--- src/rtl/hazard_pkg.sv ---
`default_nettype none
// +--------------------------------------------------------------------------+
// | Module : hazard_pkg                                                      |
// | Purpose: Shared constants for the hazard controller: instruction field   |
// |          positions, special opcodes and the winning-action encoding.     |
// | Ports  : none (package)                                                  |
// | Rev    : 1.0  initial release                                            |
// +--------------------------------------------------------------------------+
package hazard_pkg;

  // Instruction field positions for the 16-bit instruction word
  localparam int OPC_MSB = 15;
  localparam int OPC_LSB = 12;
  localparam int OP1_MSB = 11;
  localparam int OP1_LSB = 8;
  localparam int OP2_MSB = 7;
  localparam int OP2_LSB = 4;

  localparam logic [3:0] OP_LOAD = 4'hC;
  localparam logic [3:0] OP_NOP  = 4'h0;

  // Action chosen by the priority encoder, highest priority first
  typedef enum logic [2:0] {
    ACT_RESET = 3'd0,
    ACT_FLUSH = 3'd1,
    ACT_STALL = 3'd2,
    ACT_JUMP  = 3'd3,
    ACT_IDLE  = 3'd4
  } action_t;

endpackage
`default_nettype wire

--- src/rtl/hazard_load_use_detect.sv ---
`default_nettype none
// +--------------------------------------------------------------------------+
// | Module : hazard_load_use_detect                                          |
// | Purpose: Combinational load-use detector. Flags when the instruction in  |
// |          M is a load whose destination is read by the instruction in EX. |
// | Ports  : ex_instruction [IW-1:0] in  - instruction in EX                 |
// |          m_instruction  [IW-1:0] in  - instruction in M                  |
// |          load_use                out - load-use hazard present           |
// | Rev    : 1.0  initial release                                            |
// +--------------------------------------------------------------------------+
module hazard_load_use_detect
  import hazard_pkg::*;
#(
  parameter int         IW      = 16,
  parameter int         RW      = 4,
  parameter logic [3:0] OP_LD   = OP_LOAD,
  parameter logic [3:0] OP_NONE = OP_NOP
) (
  input  logic [IW-1:0] ex_instruction,
  input  logic [IW-1:0] m_instruction,
  output logic          load_use
);

  logic [3:0]    ex_opc;
  logic [3:0]    m_opc;
  logic [RW-1:0] ex_op1;
  logic [RW-1:0] ex_op2;
  logic [RW-1:0] m_op1;

  assign ex_opc = ex_instruction[OPC_MSB:OPC_LSB];
  assign m_opc  = m_instruction[OPC_MSB:OPC_LSB];
  assign ex_op1 = ex_instruction[OP1_MSB:OP1_LSB];
  assign ex_op2 = ex_instruction[OP2_MSB:OP2_LSB];
  assign m_op1  = m_instruction[OP1_MSB:OP1_LSB];

  // The func field never names a register, so it takes no part in detection
  logic unused_func;
  assign unused_func = ^{ex_instruction[OP2_LSB-1:0], m_instruction[OP2_LSB-1:0],
                         m_instruction[OP2_MSB:OP2_LSB]};

  // A NOP in EX reads no operands, so it can never depend on the load
  assign load_use = (m_opc == OP_LD) && (ex_opc != OP_NONE) &&
                    ((m_op1 == ex_op1) || (m_op1 == ex_op2));

endmodule
`default_nettype wire

--- src/rtl/hazard_unit.sv ---
`default_nettype none
// +--------------------------------------------------------------------------+
// | Module : hazard_unit                                                     |
// | Purpose: Pipeline hazard controller for the 16-bit five-stage CPU.       |
// |          Resolves reset, force-flush, load-use stall and taken jumps by  |
// |          fixed priority and drives PC enable plus register lock/flush.   |
// | Ports  : clk, reset (sync, active-low)                                   |
// |          ex_instruction, m_instruction [IW-1:0] in                       |
// |          force_flush, jump_taken               in                        |
// |          pc_write, *_lock, *_flush             out                       |
// |          stall_count [15:0] out (only with HAZARD_STALL_COUNT_EN)        |
// | Config : `define HAZARD_STALL_COUNT_EN adds a saturating stall counter.  |
// | Rev    : 1.0  initial release                                            |
// +--------------------------------------------------------------------------+
module hazard_unit
  import hazard_pkg::*;
#(
  parameter int         IW      = 16,
  parameter int         RW      = 4,
  parameter logic [3:0] OP_LD   = OP_LOAD,
  parameter logic [3:0] OP_NONE = OP_NOP
) (
  input  logic          clk,
  input  logic          reset,
  input  logic [IW-1:0] ex_instruction,
  input  logic [IW-1:0] m_instruction,
  input  logic          force_flush,
  input  logic          jump_taken,
  output logic          pc_write,
  output logic          if_id_lock,
  output logic          id_ex_lock,
  output logic          ex_m_lock,
  output logic          m_wb_lock,
  output logic          if_id_flush,
  output logic          id_ex_flush,
  output logic          ex_m_flush,
`ifdef HAZARD_STALL_COUNT_EN
  output logic          m_wb_flush,
  output logic [15:0]   stall_count
`else
  output logic          m_wb_flush
`endif
);

  logic    in_reset;
  logic    load_use;
  action_t action;

  hazard_load_use_detect #(
    .IW      (IW),
    .RW      (RW),
    .OP_LD   (OP_LD),
    .OP_NONE (OP_NONE)
  ) u_detect (
    .ex_instruction (ex_instruction),
    .m_instruction  (m_instruction),
    .load_use       (load_use)
  );

  // Reset is registered so the bubble-fill state holds for whole cycles
  always_ff @(posedge clk) begin
    if (!reset) in_reset <= 1'b1;
    else        in_reset <= 1'b0;
  end

  always_comb begin
    action = ACT_IDLE;
    if (in_reset)         action = ACT_RESET;
    else if (force_flush) action = ACT_FLUSH;
    else if (load_use)    action = ACT_STALL;
    else if (jump_taken)  action = ACT_JUMP;
  end

  // EX/M and M/WB are never held; their lock ports stay tied low
  assign ex_m_lock = 1'b0;
  assign m_wb_lock = 1'b0;

  always_comb begin
    pc_write    = 1'b1;
    if_id_lock  = 1'b0;
    id_ex_lock  = 1'b0;
    if_id_flush = 1'b0;
    id_ex_flush = 1'b0;
    ex_m_flush  = 1'b0;
    m_wb_flush  = 1'b0;
    case (action)
      ACT_RESET: begin
        pc_write    = 1'b0;
        if_id_flush = 1'b1;
        id_ex_flush = 1'b1;
        ex_m_flush  = 1'b1;
        m_wb_flush  = 1'b1;
      end
      ACT_FLUSH, ACT_JUMP: begin
        if_id_flush = 1'b1;
        id_ex_flush = 1'b1;
      end
      ACT_STALL: begin
        // Freeze the front end and inject one bubble behind the load
        pc_write   = 1'b0;
        if_id_lock = 1'b1;
        id_ex_lock = 1'b1;
        ex_m_flush = 1'b1;
      end
      default: ;
    endcase
  end

`ifdef HAZARD_STALL_COUNT_EN
  always_ff @(posedge clk) begin
    if (!reset || in_reset) begin
      stall_count <= 16'd0;
    end else if ((action == ACT_STALL) && (stall_count != 16'hFFFF)) begin
      stall_count <= stall_count + 16'd1;
    end
  end
`endif

endmodule
`default_nettype wire

--- config.mk ---
export PLATFORM = sky130hd
export DESIGN_NAME = hazard_unit
export DESIGN_NICKNAME = d
export VERILOG_FILES = /design/src/rtl/hazard_pkg.sv /design/src/rtl/hazard_load_use_detect.sv /design/src/rtl/hazard_unit.sv
export SDC_FILE = /design/constraint.sdc
export NUM_CORES = 1
export LEC_CHECK = 0
export CORE_AREA = 2 2 39 41
export CTS_CLUSTER_DIAMETER = 120
export DETAILED_ROUTE_END_ITERATION = 7
export DIE_AREA = 0 0 41 43
export GPL_ROUTABILITY_DRIVEN = 0
export MAX_ROUTING_LAYER = met4
export PLACE_DENSITY = 0.79
export SYNTH_ARGS = -nofsm -noshare
export SYNTH_HDL_FRONTEND = slang
export SYNTH_SLANG_ARGS = --single-unit
--- constraint.sdc ---
create_clock -name clk -period 3.05 [get_ports clk]
set_input_delay 0.4575 -clock clk [delete_from_list [all_inputs] [get_ports clk]]
set_output_delay 0.4575 -clock clk [all_outputs]
set_load 0.01 [all_outputs]
* Yosys cells after proc, flatten, opt, wreduce, memory -nomap -nowiden
Index checks and enable logic that the tools add are counted.
Word-level totals: input port bits 36, word-level logic and storage cells 24, output and inout bits 9, bits in registers 1
Cells by class: multiplexer cells 10, reduce and logical (&&, ||, !) cells 7, equal/unequal tests 6
Operator list (number):
- two-way mux 3 bit | 4
- == test 4 bit | 2
- == test 3 x 2 -> 1 bit (second input constant) | 2
- two-way mux 1 bit | 6
- == test 4 bit (second input constant) | 1
- nonzero test 4 bit | 1
- == test 3 x 1 -> 1 bit (second input constant) | 1
- zero test 3 bit | 1
- OR reduction 3 bit | 1
- logical AND 1 bit | 2
- OR reduction 2 bit | 1
- logical OR 1 bit | 1

* Longest topological paths before layout
word-level depth 9, depth in mapped cells 5, gate-level depth less buffers 4

* Hierarchy
A second synthesis with hierarchy kept.
Unflattened totals: cell total of the unflattened synthesis 29, area total of the unflattened synthesis 207.7 µm²
By module, submodules not included:
- hazard_load_use_detect | area an instance 110.1 µm², cells each 14, times used 1
- hazard_unit | area an instance 97.6 µm², cells each 15, times used 1

* Worst setup path before layout
No wires, ideal clock.
kind input to output, start point input ex_instruction[13], end point output if_id_flush, required time 2592 ps, buffers on the path 1, stages on the path 5, slack 1060 ps, arrival 1533 ps, path through or4_1 nand4_1 a21oi_2 nor2_1 buf_4
On the way: cells in the longest elaborated chain, start to end 9
Ends and longest elaborated chain:
- from (decl) | RTL line hazard_unit.sv:25 | input logic [IW-1:0] ex_instruction,
- nonzero test 4 bit * | RTL line hazard_load_use_detect.sv:42 | assign load_use = (m_opc == OP_LD) && (ex_opc != OP_NONE) &&
- logical AND 1 bit * (2 in series) | RTL line hazard_load_use_detect.sv:42
- two-way mux 3 bit * | RTL line hazard_unit.sv:70 | else if (load_use) action = ACT_STALL;
- two-way mux 3 bit * | RTL line hazard_unit.sv:69 | else if (force_flush) action = ACT_FLUSH;
- two-way mux 3 bit * | RTL line hazard_unit.sv:68 | if (in_reset) action = ACT_RESET;
- == test 3 x 1 -> 1 bit, or another cell as far along
- OR reduction 3 bit (no line) *
- two-way mux 1 bit *
- to (decl) | RTL line hazard_unit.sv:34 | output logic if_id_flush,
Every way passes the cells marked *; elsewhere a longest branch is shown, timed or not.

* Worst setup path after layout
start point input ex_instruction[13], end point output if_id_flush
On the way: cells in the longest elaborated chain, start to end 9
Ends and longest elaborated chain:
- nonzero test 4 bit * | RTL line hazard_load_use_detect.sv:42
- logical AND 1 bit * (2 in series) | RTL line hazard_load_use_detect.sv:42
- two-way mux 3 bit * | RTL line hazard_unit.sv:70
- two-way mux 3 bit * | RTL line hazard_unit.sv:69
- two-way mux 3 bit * | RTL line hazard_unit.sv:68
- == test 3 x 1 -> 1 bit, or another cell as far along | RTL line hazard_unit.sv:86 | case (action)
- OR reduction 3 bit (no line) *
- two-way mux 1 bit * | RTL line hazard_unit.sv:86
Marked as above.

==> results by group <==
Run status
  • Status: complete, no violations

Pwr
  • Leakage Power: 0.1730 nW
  • VDD IR max: 0.06306 mV
  • Overall power: 0.00007138 W
  • Pwr/cell area: 144.4 nW/um^2

Yosys
  • Synth top cells by count: xnor2_1 (8), buf_4 (4), nand4_2 (2), nor2_1 (2)
  • Warning count from the yosys run: 0
  • Area share of the largest cell type after synthesis: 34.36%
  • Main synth FF type: dfxtp_1
  • EDFF count, synth: 0
  • Area contributors post-synth: xnor2_1 (34%), buf_4 (15%), nand4_2 (12%)
  • Avg Inst Size Synth: 7.844 sq um
  • Leading area contributor after synthesis: xnor2_1
  • Synthesized cell area: approximately 200 sq um
  • Number of synthesized register bits: 1
  • Fraction of registers with async set/reset: 0%
  • Cells after synthesis: 26
  • Yosys cell types: 14
  • Top-count cell post-synth: xnor2_1
  • Sequential area share after synthesis: 9.816%

Routing
  • Number of DRC markers in iteration 0: 0
  • Detailed Routing Iterations Pass 1: 1
  • # DRC: 0
  • Post-route ant nets: 0
  • WL final: 573 um
  • Routed length per instance: 8.426 um
  • Vias post-DR: 269
  • Vias per inst: about 4.0

Finish
  • N_diodes: 0
  • Nets: 90
  • Area grow syn2layout: 142.3%
  • Biggest registers after layout: in_reset: 1 flops
  • Max reg flops: 1
  • Fill cells: 162
  • Ratio of cells with drive above 1 in the final layout: about 5.8%
  • Register with the most flip-flops: in_reset

Global routing
  • GRT Util Overall: 6.462%
  • Largest net degree at the start of global routing: 6
  • GRT overflow: 0
  • First-pass GRT wire length: between 800 and 900 um
  • Vias in the first global route: 246
  • Initial antenna violation count: 0

Worst hold path
  • HP Start: reset
  • Hold EP: in_reset
  • Min-Delay Path Depth: 2
  • Worst min-delay path class: input pin to register

Floorplanning
  • Rows: 14
  • Die Span Y: 43 um
  • Starting Density: 14.74%
  • Die ar.: 1763 sq um
  • Core area: 1384 sq um
  • Die Wd: slightly above 40 um
  • # IOs: 45

Place
  • Port Buffers: 30
  • Detailed placer's ending HPWL: 539.3 um

Critical path
  • Worst Setup End Kind: output port
  • Critical Path RT: approximately 2.6 ns
  • Worst-path maximum fanout: 5
  • Startpoint Class: input pin
  • Critical path class: input pin to output port
  • Crit path arrival time: 2.25 ns

Clock tree
  • Post-CTS Hold Buffers: 0
  • Postcts setup bufs: 0
  • CTS resizes: 0
  • Clock slew at reported path FFs: 0 ns

STA
  • Max-slew violation count: 0
  • Final hold violation count: 0
  • Count of final setup violators: 0
  • RSZ-0062 raised after global routing: no
  • Setup_tns: 0 ns
  • Highest Clock Rate: approximately 370 MHz
  • Period Utilization, post-route: 88.91%
  • Final min period: 2.712 ns

Flow run
  • Maximum capacitance violations: 0
worst max path at each step:
| stage | start | to | slack [ns] | cells past startpoint |
|---|---|---|---|---|
| final | ex_instruction[13] | if_id_flush | 0.34 | 6 |
| after global routing | ex_instruction[13] | id_ex_flush | 0.24 | 6 |
| after CTS | ex_instruction[13] | if_id_flush | 0.32 | 6 |
| after detailed placement | ex_instruction[13] | if_id_flush | 0.33 | 6 |
| after global placement | ex_instruction[13] | id_ex_flush | 0.34 | 6 |
| after floorplan | ex_instruction[13] | if_id_flush | 1.06 | 5 |
layout make-up:
cell class	instances	area (sq um)	share of cell area [%]
Sequential cell	1	20.02	4.051
Inverter	1	3.754	0.7595
Timing Repair Buffer	30	300.3	60.76
Tap cell	16	20.02	4.051
Multi-Input combinational cell	20	150.1	30.38
worst max-delay path: stages:
cell and delay (ns):
clkdlybuf4s50_1 0.39, or4_1 0.53, nand4_1 0.12, a21oi_2 0.06, nor2_1 0.14, clkdlybuf4s50_1 0.55
metal layers:
metal | wire length (um) | part of all wire [%] | GRT usage (%) | vias up
li1 | - | - | - | 137
met1 | 165 | 29 | 5.414 | 119
met2 | 323 | 56 | 13.75 | 13
met3 | 85 | 15 | 1.047 | 0
met4 | 0 | 0 | 0 | 0
met5 | 0 | 0 | - | -
layout by cell type, fill, tap and decap left out:
cell type         n
nand4_1           1
nand4_2           2
clkdlybuf4s50_1  30
nor2_1            2
inv_1             1
conb_1            2
nor3_1            1
nor4_1            1
xnor2_1           8
a21oi_2           1
or4_1             1
dfxtp_1           1
or2_1             1
through the flow:
stage                     setup slack, ns  std cells  cell area (sq um)  util (%)  hold slack, ns
after floorplan                     1.060         27              207.7         -          0.5140
after CTS                          0.3235         68              494.2     35.71          0.9383
after global placement             0.3399         68              494.2     35.71          0.9284
final                              0.3382         68              494.2     35.71          0.9332
after global routing               0.2373         68              494.2     35.71          0.9802
after detailed placement           0.3283         68              494.2     35.71          0.9368
cells by family after synthesis:
logic type | after synthesis | synth area share [%]
flops | 1 | 9.816
compound gates | 1 | 4.295
simple gates | 9 | 31.29
other cells | 1 | 1.839
buf+inv | 6 | 18.40
xor+xnor | 8 | 34.36
power by group:
group	total, W	leakage, nW	internal, W	switching [W]
Clock	0	0	0	0
Combinational	0.0000565	0.165	0.0000399	0.0000166
Sequential	0.0000149	0.00844	0.0000141	0.000000805
(Power assumes the default switching activity.)
